### src/rtl/smi_pkg.sv
// Shared SMI/MDIO definitions: arbiter FSM encoding, latched command payload,
// error data pattern and the MDIO opcodes also used by smi_read_write.
package smi_pkg;

   localparam int unsigned IDX_W  = 3;
   localparam int unsigned PHY_W  = 5;
   localparam int unsigned REG_W  = 5;
   localparam int unsigned DATA_W = 16;

   localparam logic [DATA_W-1:0] SMI_ERR_RDATA = 16'hFFFF;

   localparam logic [1:0] SMI_START    = 2'b01;
   localparam logic [1:0] SMI_OP_WRITE = 2'b01;
   localparam logic [1:0] SMI_OP_READ  = 2'b10;

   typedef enum logic [2:0] {
      ST_IDLE,
      ST_ISSUE,
      ST_WAIT,
      ST_RESP,
      ST_GUARD
   } smi_state_e;

   typedef struct packed {
      logic              write;
      logic [PHY_W-1:0]  phy;
      logic [REG_W-1:0]  rga;
      logic [DATA_W-1:0] wdata;
   } smi_cmd_t;

endpackage

### src/rtl/smi_rr_arb.sv
// Combinational round-robin select: first set request at or after the pointer,
// wrapping to index 0.
module smi_rr_arb
   import smi_pkg::*;
#(
   parameter int unsigned NUM_REQ = 4
)(
   input  logic [NUM_REQ-1:0] i_req,
   input  logic [IDX_W-1:0]   i_ptr,
   output logic [NUM_REQ-1:0] o_grant_c,
   output logic [IDX_W-1:0]   o_idx_c,
   output logic               o_valid_c
);

   always_comb begin : p_select
      logic found;
      found     = 1'b0;
      o_grant_c = '0;
      o_idx_c   = '0;
      // Segment [ptr, NUM_REQ) outranks the wrapped segment [0, ptr).
      for (int unsigned i = 0; i < NUM_REQ; i++) begin
         if (!found && i_req[i] && (i >= 32'(i_ptr))) begin
            found        = 1'b1;
            o_grant_c[i] = 1'b1;
            o_idx_c      = IDX_W'(i);
         end
      end
      for (int unsigned i = 0; i < NUM_REQ; i++) begin
         if (!found && i_req[i] && (i < 32'(i_ptr))) begin
            found        = 1'b1;
            o_grant_c[i] = 1'b1;
            o_idx_c      = IDX_W'(i);
         end
      end
      o_valid_c = found;
   end

endmodule

### src/rtl/smi_arbiter.sv
// Round-robin sharing of one smi_read_write engine between NUM_REQ requesters,
// with a response timeout and a guard period so a stuck PHY cannot lock the bus.
module smi_arbiter
   import smi_pkg::*;
#(
   parameter int unsigned NUM_REQ     = 4,
   parameter int unsigned TIMEOUT_CYC = 100000
)(
   input  logic                      clk,
   input  logic                      rst,
   input  logic [NUM_REQ-1:0]        req_valid,
   input  logic [NUM_REQ-1:0]        req_write,
   input  logic [PHY_W*NUM_REQ-1:0]  req_phy_addr,
   input  logic [REG_W*NUM_REQ-1:0]  req_reg_addr,
   input  logic [DATA_W*NUM_REQ-1:0] req_wdata,
   output logic [NUM_REQ-1:0]        req_ready,
   output logic [NUM_REQ-1:0]        rsp_valid,
   output logic [DATA_W-1:0]         rsp_rdata,
   output logic                      rsp_err,
   output logic                      busy,
   output logic [IDX_W-1:0]          grant_id,
   output logic                      smi_write_req,
   output logic                      smi_read_req,
   output logic [PHY_W-1:0]          smi_phy_addr,
   output logic [REG_W-1:0]          smi_reg_addr,
   output logic [DATA_W-1:0]         smi_write_data,
   input  logic [DATA_W-1:0]         smi_read_data,
   input  logic                      smi_data_valid,
   input  logic                      smi_done
);

   localparam int unsigned     TMR_W    = $clog2(TIMEOUT_CYC + 1);
   localparam logic [TMR_W-1:0] TMR_LAST = TMR_W'(TIMEOUT_CYC - 1);

   smi_state_e          r_state,     w_state_nxt;
   logic [IDX_W-1:0]    r_ptr,       w_ptr_nxt;
   logic [TMR_W-1:0]    r_timer,     w_timer_nxt;
   smi_cmd_t            r_cmd,       w_cmd_nxt;
   logic [DATA_W-1:0]   r_rdata_cap, w_rdata_cap_nxt;
   logic [NUM_REQ-1:0]  r_grant_oh,  w_grant_oh_nxt;
   logic [NUM_REQ-1:0]  r_req_ready, w_req_ready_nxt;
   logic [NUM_REQ-1:0]  r_rsp_valid, w_rsp_valid_nxt;
   logic [DATA_W-1:0]   r_rsp_rdata, w_rsp_rdata_nxt;
   logic                r_rsp_err,   w_rsp_err_nxt;
   logic                r_busy,      w_busy_nxt;
   logic [IDX_W-1:0]    r_grant_id,  w_grant_id_nxt;
   logic                r_wr_req,    w_wr_req_nxt;
   logic                r_rd_req,    w_rd_req_nxt;

   logic [NUM_REQ-1:0]  w_arb_grant;
   logic [IDX_W-1:0]    w_arb_idx;
   logic                w_arb_valid;
   smi_cmd_t            w_cmd_arr [NUM_REQ];
   smi_cmd_t            w_sel_cmd;

   smi_rr_arb #(.NUM_REQ(NUM_REQ)) u_rr_arb (
      .i_req     (req_valid),
      .i_ptr     (r_ptr),
      .o_grant_c (w_arb_grant),
      .o_idx_c   (w_arb_idx),
      .o_valid_c (w_arb_valid)
   );

   for (genvar gi = 0; gi < NUM_REQ; gi++) begin : g_slice
      assign w_cmd_arr[gi] = '{write: req_write[gi],
                               phy:   req_phy_addr[gi*PHY_W +: PHY_W],
                               rga:   req_reg_addr[gi*REG_W +: REG_W],
                               wdata: req_wdata[gi*DATA_W +: DATA_W]};
   end

   // One-hot mux of the winning requester's command fields.
   always_comb begin
      w_sel_cmd = '0;
      for (int unsigned i = 0; i < NUM_REQ; i++) begin
         if (w_arb_grant[i]) w_sel_cmd = w_cmd_arr[i];
      end
   end

   always_ff @(posedge clk) begin
      if (rst) begin
         r_state     <= ST_IDLE;
         r_ptr       <= '0;
         r_timer     <= '0;
         r_cmd       <= '0;
         r_rdata_cap <= '0;
         r_grant_oh  <= '0;
         r_req_ready <= '0;
         r_rsp_valid <= '0;
         r_rsp_rdata <= '0;
         r_rsp_err   <= 1'b0;
         r_busy      <= 1'b0;
         r_grant_id  <= '0;
         r_wr_req    <= 1'b0;
         r_rd_req    <= 1'b0;
      end else begin
         r_state     <= w_state_nxt;
         r_ptr       <= w_ptr_nxt;
         r_timer     <= w_timer_nxt;
         r_cmd       <= w_cmd_nxt;
         r_rdata_cap <= w_rdata_cap_nxt;
         r_grant_oh  <= w_grant_oh_nxt;
         r_req_ready <= w_req_ready_nxt;
         r_rsp_valid <= w_rsp_valid_nxt;
         r_rsp_rdata <= w_rsp_rdata_nxt;
         r_rsp_err   <= w_rsp_err_nxt;
         r_busy      <= w_busy_nxt;
         r_grant_id  <= w_grant_id_nxt;
         r_wr_req    <= w_wr_req_nxt;
         r_rd_req    <= w_rd_req_nxt;
      end
   end

   always_comb begin
      w_state_nxt     = r_state;
      w_ptr_nxt       = r_ptr;
      w_timer_nxt     = r_timer;
      w_cmd_nxt       = r_cmd;
      w_rdata_cap_nxt = r_rdata_cap;
      w_grant_oh_nxt  = r_grant_oh;
      w_req_ready_nxt = '0;
      w_rsp_valid_nxt = '0;
      w_rsp_rdata_nxt = r_rsp_rdata;
      w_rsp_err_nxt   = r_rsp_err;
      w_busy_nxt      = r_busy;
      w_grant_id_nxt  = r_grant_id;
      w_wr_req_nxt    = 1'b0;
      w_rd_req_nxt    = 1'b0;

      unique case (r_state)
         ST_IDLE: begin
            if (w_arb_valid) begin
               w_cmd_nxt       = w_sel_cmd;
               w_req_ready_nxt = w_arb_grant;
               w_grant_oh_nxt  = w_arb_grant;
               w_grant_id_nxt  = w_arb_idx;
               w_busy_nxt      = 1'b1;
               w_state_nxt     = ST_ISSUE;
            end
         end
         ST_ISSUE: begin
            w_wr_req_nxt    = r_cmd.write;
            w_rd_req_nxt    = !r_cmd.write;
            w_timer_nxt     = '0;
            w_rdata_cap_nxt = '0;
            w_state_nxt     = ST_WAIT;
         end
         ST_WAIT: begin
            if (smi_data_valid) w_rdata_cap_nxt = smi_read_data;
            // Done outranks a coincident timeout.
            if (smi_done) begin
               w_rsp_valid_nxt = r_grant_oh;
               w_rsp_err_nxt   = 1'b0;
               if (r_cmd.write)         w_rsp_rdata_nxt = '0;
               else if (smi_data_valid) w_rsp_rdata_nxt = smi_read_data;
               else                     w_rsp_rdata_nxt = r_rdata_cap;
               w_state_nxt     = ST_RESP;
            end else if (r_timer == TMR_LAST) begin
               w_rsp_valid_nxt = r_grant_oh;
               w_rsp_err_nxt   = 1'b1;
               w_rsp_rdata_nxt = SMI_ERR_RDATA;
               w_state_nxt     = ST_RESP;
            end else begin
               w_timer_nxt = r_timer + TMR_W'(1);
            end
         end
         ST_RESP: begin
            w_ptr_nxt   = (r_grant_id == IDX_W'(NUM_REQ - 1)) ? '0 : r_grant_id + IDX_W'(1);
            w_timer_nxt = '0;
            if (r_rsp_err) begin
               w_state_nxt = ST_GUARD;
            end else begin
               w_busy_nxt  = 1'b0;
               w_state_nxt = ST_IDLE;
            end
         end
         ST_GUARD: begin
            // Keep the engine quiet until the stuck transaction ends or ages out.
            if (smi_done || (r_timer == TMR_LAST)) begin
               w_busy_nxt  = 1'b0;
               w_state_nxt = ST_IDLE;
            end else begin
               w_timer_nxt = r_timer + TMR_W'(1);
            end
         end
         default: w_state_nxt = ST_IDLE;
      endcase
   end

   assign req_ready      = r_req_ready;
   assign rsp_valid      = r_rsp_valid;
   assign rsp_rdata      = r_rsp_rdata;
   assign rsp_err        = r_rsp_err;
   assign busy           = r_busy;
   assign grant_id       = r_grant_id;
   assign smi_write_req  = r_wr_req;
   assign smi_read_req   = r_rd_req;
   assign smi_phy_addr   = r_cmd.phy;
   assign smi_reg_addr   = r_cmd.rga;
   assign smi_write_data = r_cmd.wdata;

endmodule

### config.mk
export PLATFORM = sky130hd
export DESIGN_NAME = smi_arbiter
export DESIGN_NICKNAME = d
export VERILOG_FILES = /design/src/rtl/smi_pkg.sv /design/src/rtl/smi_rr_arb.sv /design/src/rtl/smi_arbiter.sv
export SDC_FILE = /design/constraint.sdc
export NUM_CORES = 1
export LEC_CHECK = 0
export CAP_MARGIN = 20
export CORE_ASPECT_RATIO = 0.9
export CORE_MARGIN = 2
export CORE_UTILIZATION = 41
export DETAILED_ROUTE_END_ITERATION = 7
export GPL_TIMING_DRIVEN = 0
export PLACE_DENSITY = 0.77
export REMOVE_ABC_BUFFERS = 1
export SLEW_MARGIN = 30
export SYNTH_ARGS = -nofsm -noshare
export SYNTH_HDL_FRONTEND = slang
export SYNTH_HIERARCHICAL = 1
export SYNTH_SLANG_ARGS = --single-unit
### constraint.sdc
create_clock -name clk -period 2.3 [get_ports clk]
set_input_delay 0.23 -clock clk [delete_from_list [all_inputs] [get_ports clk]]
set_output_delay 0.23 -clock clk [all_outputs]
set_load 0.05 [all_outputs]
==> results.py, run 1 <==
metrics = {
    "synthesis": {
        "avgSynthCellArea_sq_um": 8.40,
        "synth_edf_count": 0,
        "synthCells": 636,
        "syn-cell-area_sq_um": 5340,
        "synthXorXnorAreaFrac_pct": 0.164,
        "async_flop_share_pct": 0,
        "yosys.area_share.simple_pct": 25.3,
        "synth_mux_area_share_pct": 3.00,
        "synth_top_cell_by_area": "dfxtp_1",
        "synth_top_family_by_area": "simple AND/OR/NAND/NOR gates",
        "synth_seq_cells": 101,
        "synthTopCellsByCount": "101 x dfxtp_1, 65 x nor3_1, 49 x nor2_1",
        "synth_fa_ha_area_share_pct": 0.469,
        "synth_compound_gate_area_share_pct": 23.5,
        "synth_top_cell_area_share_pct": 37.9,
        "synth.area.top_cells": "dfxtp_1 38%, nor3_1 6.1%, a221oi_1 4.6%",
        "synth_seq_area_share_pct": 37.9,
        "synth.distinct_cells": 56,
        "yosysMostFrequentCell": "dfxtp_1",
        "ys.flop_type": "dfxtp_1",
        "yosys_warnings": 6,
    },
    "timing": {
        "tightest_slew_ps": 849,
        "finClkSkew_ps": 13.0,
        "slew_viol_final": 0,
        "fin_crit_sh_pct": 97.3,
        "slew_headroom_pct": 43.0,
        "setup_viol_count_final": 0,
        "finalHoldViolations": 0,
        "fin_crit_ps": 2240,
        "max_freq_mhz": 447,
        "setup_slack_ps": 62.9,
    },
    "drt": {
        "drt_iter0_markers": 395,
        "ant_nets": 0,
        "drc": 0,
        "via_count": 5282,
        "vias_per_cell": 5.60,
        "dr.pass1.iters": 4,
        "wl_um": 16600,
        "routedWlPerCell_um": 17.6,
    },
    "clocking": {
        "cts_tree": "yes",
        "clkSinkCount": 101,
        "clk_pin_slew_ps": 80,
        "clockRootBuffer": "clkbuf_16",
        "htreeDepth": 3,
        "insertion_delay_ps": 350,
        "clk_path_buf_depth": 2,
        "numCtsBuffers": 9,
    },
    "layout": {
        "final_util_pct": 59.9,
        "layoutNonFillerInstCount": 943,
        "fillers": 1100,
        "regArea_sq_um": 2030,
        "drive_above_1_share_pct": 10.8,
        "nets": 907,
        "multiInputGateArea_sq_um": 2960,
        "area_delta_synth_final_pct": 42.4,
        "postLayoutCellArea_sq_um": 7600,
    },
    "global_route": {
        "grt_max_degree": 39,
        "grt_pass1_vias": 5220,
        "grt_first_pass_wirelength_um": 26300,
        "overflow": 0,
        "grt.total_usage_pct": 23.0,
        "antenna_found_initial": 1,
    },
    "floorplan": {
        "pin_count": 189,
        "num_rows": 39,
        "die_y_um": 112,
        "die_area_sq_um": 14000,
        "initial_utilization_pct": 42.1,
        "core-area_sq_um": 12700,
        "die_w_um": 124,
    },
    "pwr": {
        "p_seq_share_pct": 38.3,
        "clockPowerShare_pct": 29.8,
        "vdd_drop_max_uv": 376,
        "p_switching_mw": 1.89,
        "leakage_nw": 2.69,
        "p_int_mw": 3.36,
        "swShare_pct": 35.9,
        "p_comb_share_pct": 31.9,
        "powerDensity_nw_per_um2": 691,
        "total_power_mw": 5.25,
    },
    "place": {
        "hpwl_um": 11200,
        "dp_cells": 912,
        "dpl-instance-area_sq_um": 7070,
        "pre_cts_slack_ps": -820,
        "routabilityCongestion": 0.808,
        "numPortBuffers": 188,
    },
    "run": {
        "cap_violations": 0,
    },
    "critical_path": {
        "critPathArrivalTime_ps": 2500,
        "r2r_slack_ps": 60,
        "cp.required_ps": 2570,
        "critPathKind": "reg2reg",
        "cp_max_fo": 8,
        "r2r_cells": 9,
        "worstSetupStartpointType": "flop",
        "timing.rr.start": "r_ptr[1]$_SDFFE_PP0N_",
        "cp-end-kind": "flop",
        "reg2reg_to": "smi_write_data[11]$_SDFFE_PP0P_",
    },
    "min_path": {
        "hp-class": "in2reg",
        "hold_path_depth": 2,
        "hold_path_end": "r_ptr[0]$_SDFFE_PP0N_",
        "min-delay-start": "rst",
    },
    "status": {
        "outcome": "finished, final reports clean",
    },
}
## worst max path at each step
stage	slack (ps)	cells after the start	from	endpoint
after floorplan	-540	7	r_ptr[2]$_SDFFE_PP0N_	r_cmd[26]$_SDFFE_PP0P_
after global placement	-1990	5	rst	rsp_valid[2]$_SDFF_PP0_
after detailed placement	-820	9	req_valid[2]	smi_write_data[11]$_SDFFE_PP0P_
after CTS	30	10	req_valid[2]	smi_phy_addr[1]$_SDFFE_PP0P_
after global routing	-10	9	r_ptr[1]$_SDFFE_PP0N_	smi_write_data[15]$_SDFFE_PP0P_
final	60	9	r_ptr[1]$_SDFFE_PP0N_	smi_write_data[11]$_SDFFE_PP0P_
## metrics by stage
step	setup TNS, ps	hold WS [ps]
after floorplan	-15390	299
after global placement	-137440	435
after detailed placement	-27200	441
after CTS	0	285
after global routing	-40.5	324
final	0	307
## flip-flops by register name, indices dropped and copies added, names as in the netlist, 5 cells and up
signal,count
r_timer,17
r_rdata_cap,16
rsp_rdata,16
smi_write_data,16
smi_phy_addr,5
smi_reg_addr,5
## power by group through the flow
stage               logic (mW)  registers [mW]  clock network (mW)
floorplan                0.535            2.42                   0
global placement          1.55            2.04                   0
detailed placement        1.61            2.05                   0
CTS                       1.66            2.01                1.60
global route              1.79            2.03                1.67
finish                    1.68            2.01                1.56
## critical path, cell delays in order, from the launching register on
cell and delay (ps):
dfxtp_2 410, o21bai_4 170, a21oi_2 90, o32ai_1 150
and2_2 300, nor2b_4 340, a221oi_1 140, nor3_1 270
a211oi_1 80, nor3_1 190
## placed cells by master, fill, tap and decap left out, drive strengths merged, types with 5 or more instances in the layout
cell type / netlist / layout
a211oi: 28 / 28
a21oi: 43 / 43
a221oi: 28 / 28
and2: 7 / 7
and3: 8 / 8
buf: 35 / 16
clkbuf: 45 / 9
clkdlybuf4s50: 0 / 184
clkinv: 0 / 5
dfxtp: 101 / 101
inv: 7 / 9
mux2i: 16 / 16
nand2: 36 / 36
nand2b: 7 / 7
nand3: 13 / 13
nand4: 7 / 7
nor2: 49 / 49
nor2b: 33 / 36
nor3: 75 / 75
nor4: 10 / 10
o211ai: 15 / 15
o21a: 17 / 17
o21ai: 13 / 13
o31ai: 13 / 13
## layout make-up
| cell class | count | area share (%) |
|---|---|---|
| multi-input combinational | 451 | 39.0 |
| timing repair buffer | 202 | 26.8 |
| sequential | 101 | 26.7 |
| clock buffer | 9 | 2.96 |
| tap | 164 | 2.70 |
| clock inverter | 7 | 1.17 |
| inverter | 7 | 0.527 |
| timing repair inverter | 1 | 0.0658 |
| antenna | 1 | 0.0329 |
## kinds of logic after synthesis
| logic type | after synthesis |
|---|---|
| and+or+nand+nor | 254 |
| AOI/OAI and AO/OA | 173 |
| DFF | 101 |
| buffers and inverters | 88 |
| muxes | 16 |
| adders and majority gates | 2 |
| other | 1 |
| xor gates and xnor gates | 1 |
## routing by layer
layer | up-vias | GRT usage [%] | part of all wire (%)
met1 | 2481 | 26.6 | 41
met5 | - | 0 | 0
met2 | 180 | 41.0 | 51
li1 | 2593 | - | -
met4 | 0 | 8.91 | 2.4
met3 | 28 | 5.86 | 6.1
## repair_timing
action	CTS	global route
pin swaps	3	4
endpoints found under the setup margin	57	37
hold buffers	0	0
cloned	3	2
setup buffers	6	3
resized for setup	16	14
Note: power is estimated with default switching activity, not from simulation.
==> run 2, diff against run 1 <==
==> constraint.sdc (replaced) <==
create_clock -name clk -period 2.3 [get_ports clk]
set_input_delay 0.69 -clock clk [delete_from_list [all_inputs] [get_ports clk]]
set_output_delay 0.69 -clock clk [all_outputs]
set_load 0.05 [all_outputs]
==> run 2 against run 1 <==
Clock power hardly changed. Global-route usage up 0.60 points. Cell count up 0.85%. Maximum frequency decreased by 0.17%. Non-clock buffer count is 9 higher. Sequential share of layout area decreased by 0.48 points. Flip-flop and latch count unchanged. Via count grew 1.5%. Critical path depth is 8 lower. Clock skew is 0.55 ps higher. Die area unchanged. Combinational power up 2%. Largest cell class unchanged.
==> results.py, run 2 (same netlist as run 1, synthesis figures left out) <==
metrics = {
    "status": {
        "outcome": "finished, final reports clean",
    },
    "layout": {
        "fillers": 1095,
        "final_util_pct": 60.9,
        "postLayoutCellArea_sq_um": 7720,
        "layoutNonFillerInstCount": 951,
        "largest_reg_flops": 17,
        "area_delta_synth_final_pct": 44.6,
        "top_register": "r_timer",
        "nets": 915,
        "drive_above_1_share_pct": 13.2,
        "final_cell_mix": "180 x clkdlybuf4s50_1, 97 x dfxtp_1, 63 x nor3_1",
        "final_common_cell": "clkdlybuf4s50_1",
    },
    "timing": {
        "slew_viol_final": 0,
        "tightest_slew_ps": 721,
        "finalHoldViolations": 0,
        "slew_headroom_pct": 51.9,
        "fin_setup_tns_ps": 0,
        "fin_crit_ps": 2240,
        "fin_crit_sh_pct": 97.4,
        "holdWs_ps": 452,
        "max_freq_mhz": 446,
        "finClkSkew_ps": 13.5,
        "setup_viol_count_final": 0,
        "setup_slack_ps": 59.0,
    },
    "pwr": {
        "p_int_mw": 3.39,
        "p_seq_share_pct": 38.0,
        "p_switching_mw": 1.91,
        "leakage_nw": 2.78,
        "total_power_mw": 5.31,
        "clockPowerShare_pct": 29.6,
        "powerDensity_nw_per_um2": 687,
        "swShare_pct": 36.1,
        "vdd_drop_max_uv": 393,
        "p_comb_share_pct": 32.5,
    },
    "critical_path": {
        "reg2reg_to": "smi_phy_addr[0]$_SDFFE_PP0P_",
        "max_stage_delay_ps": 850,
        "r2r_slack_ps": 140,
        "cp_max_fo": 2,
        "worst_path_max_delay_cell": "clkdlybuf4s50_1",
        "r2r_cells": 9,
        "crit_chain": "clkdlybuf4s50_1",
        "cp.depth": 1,
        "crit_buf_inv": 1,
        "worstSetupStartpointType": "flop",
        "timing.rr.start": "r_ptr[2]$_SDFFE_PP0N_",
        "cp.required_ps": 1610,
        "cp-end-kind": "output port",
        "critPathArrivalTime_ps": 1550,
        "critPathKind": "reg2out",
        "critPathTopFamily": "buffers and inverters",
    },
    "place": {
        "dpl-instance-area_sq_um": 7070,
        "pre_cts_slack_ps": -1280,
        "routabilityCongestion": 0.808,
        "numPortBuffers": 188,
        "dp_cells": 912,
        "hpwl_um": 11200,
    },
    "clocking": {
        "htreeDepth": 3,
        "insertion_delay_ps": 350,
        "holdBufCountCts": 0,
        "clockRootBuffer": "clkbuf_16",
        "numCtsBuffers": 9,
        "cts_tree": "yes",
        "clk_path_buf_depth": 2,
        "clkSinkCount": 101,
        "clk_pin_slew_ps": 70,
    },
    "floorplan": {
        "die_area_sq_um": 14000,
        "die_y_um": 112,
        "pin_count": 189,
        "die_w_um": 124,
        "initial_utilization_pct": 42.1,
        "core-area_sq_um": 12700,
        "num_rows": 39,
    },
    "drt": {
        "drt_iter0_markers": 387,
        "drc": 0,
        "vias_per_cell": 5.64,
        "routedWlPerCell_um": 17.9,
        "wl_um": 17000,
        "via_count": 5361,
        "ant_nets": 0,
        "dr.pass1.iters": 4,
    },
    "run": {
        "cap_violations": 0,
    },
    "global_route": {
        "grtUsageMet3_pct": 5.58,
        "antenna_found_initial": 1,
        "grt_max_degree": 39,
        "grt_pass1_vias": 5267,
        "grt.total_usage_pct": 23.6,
        "overflow": 0,
        "top_usage_layer": "met2",
        "grt_use_met1_pct": 27.2,
        "grt_first_pass_wirelength_um": 26800,
        "gr-usage-met2_pct": 42.6,
    },
    "min_path": {
        "min-delay-start": "r_grant_oh[2]$_SDFFE_PP0P_",
        "hold_path_depth": 2,
        "hold_path_end": "r_grant_oh[2]$_SDFFE_PP0P_",
        "hp-class": "reg2reg",
    },
}
==> run 2: cell count changes in the layout (fill, tap and decap cells not counted), sizes merged <==
| cell | before | now |
|---|---|---|
| buf | 16 | 26 |
| clkbuf | 9 | 12 |
| clkdlybuf4s50 | 184 | 180 |
| clkinv | 5 | 4 |
| inv | 9 | 10 |
| nor2b | 36 | 35 |
==> run 2: power groups by stage <==
stage	clock network, mW	logic (mW)	registers (mW)
3_5_place_dp	0	1.61	2.05
4_1_cts	1.60	1.69	2.01
2_1_floorplan	0	0.535	2.42
5_1_grt	1.67	1.83	2.04
6_report	1.57	1.72	2.01
3_3_place_gp	0	1.55	2.04
==> run 2: how the worst max path moves through the flow <==
stage / start / to / slack (ps)
after floorplan: req_valid[0] / r_cmd[26]$_SDFFE_PP0P_ / -860
after global placement: rst / rsp_valid[2]$_SDFF_PP0_ / -2450
after detailed placement: req_valid[2] / smi_write_data[11]$_SDFFE_PP0P_ / -1280
after CTS: req_valid[0] / smi_reg_addr[4]$_SDFFE_PP0P_ / 3
after global routing: r_ptr[2]$_SDFFE_PP0N_ / smi_write_data[6]$_SDFFE_PP0P_ / -20
final: smi_write_data[14]$_SDFFE_PP0P_ / smi_write_data[14] / 60
==> run 2: metal layers <==
| layer | part of all wire (%) | vias up |
|---|---|---|
| met4 | 2.3 | 0 |
| li1 | - | 2619 |
| met5 | 0 | - |
| met1 | 40 | 2514 |
| met2 | 51 | 202 |
| met3 | 6.1 | 26 |
==> run 2: final cells by class <==
| cell class | count | area [sq um] | share of cell area (%) |
|---|---|---|---|
| clock inverters | 7 | 88.8 | 1.15 |
| clock buffers | 9 | 225 | 2.92 |
| diodes | 1 | 2.50 | 0.0324 |
| inverters | 7 | 40.0 | 0.518 |
| flip-flops and latches | 101 | 2030 | 26.2 |
| well taps | 164 | 205 | 2.66 |
| multi-input cells | 450 | 3000 | 38.9 |
| repair buffers | 211 | 2130 | 27.5 |
| repair inverters | 1 | 6.26 | 0.0810 |
==> run 2: timing repair <==
item,in CTS,in global routing
endpoints found under the hold margin,0,0
pin swaps,8,5
setup endpoints to repair,68,50
gates cloned,4,1
buffers inserted,11,6
gates resized for setup,36,20
==> run 3, diff against run 2 <==
--- a/config.mk
+++ b/config.mk
@@ -10,6 +10,7 @@
 export CORE_MARGIN = 2
 export CORE_UTILIZATION = 41
 export DETAILED_ROUTE_END_ITERATION = 7
+export GPL_ROUTABILITY_DRIVEN = 0
 export GPL_TIMING_DRIVEN = 0
 export PLACE_DENSITY = 0.77
 export REMOVE_ABC_BUFFERS = 1
==> results of run 3 <==
Same layout as run 2: the final DEF is identical, and so are final timing and power.
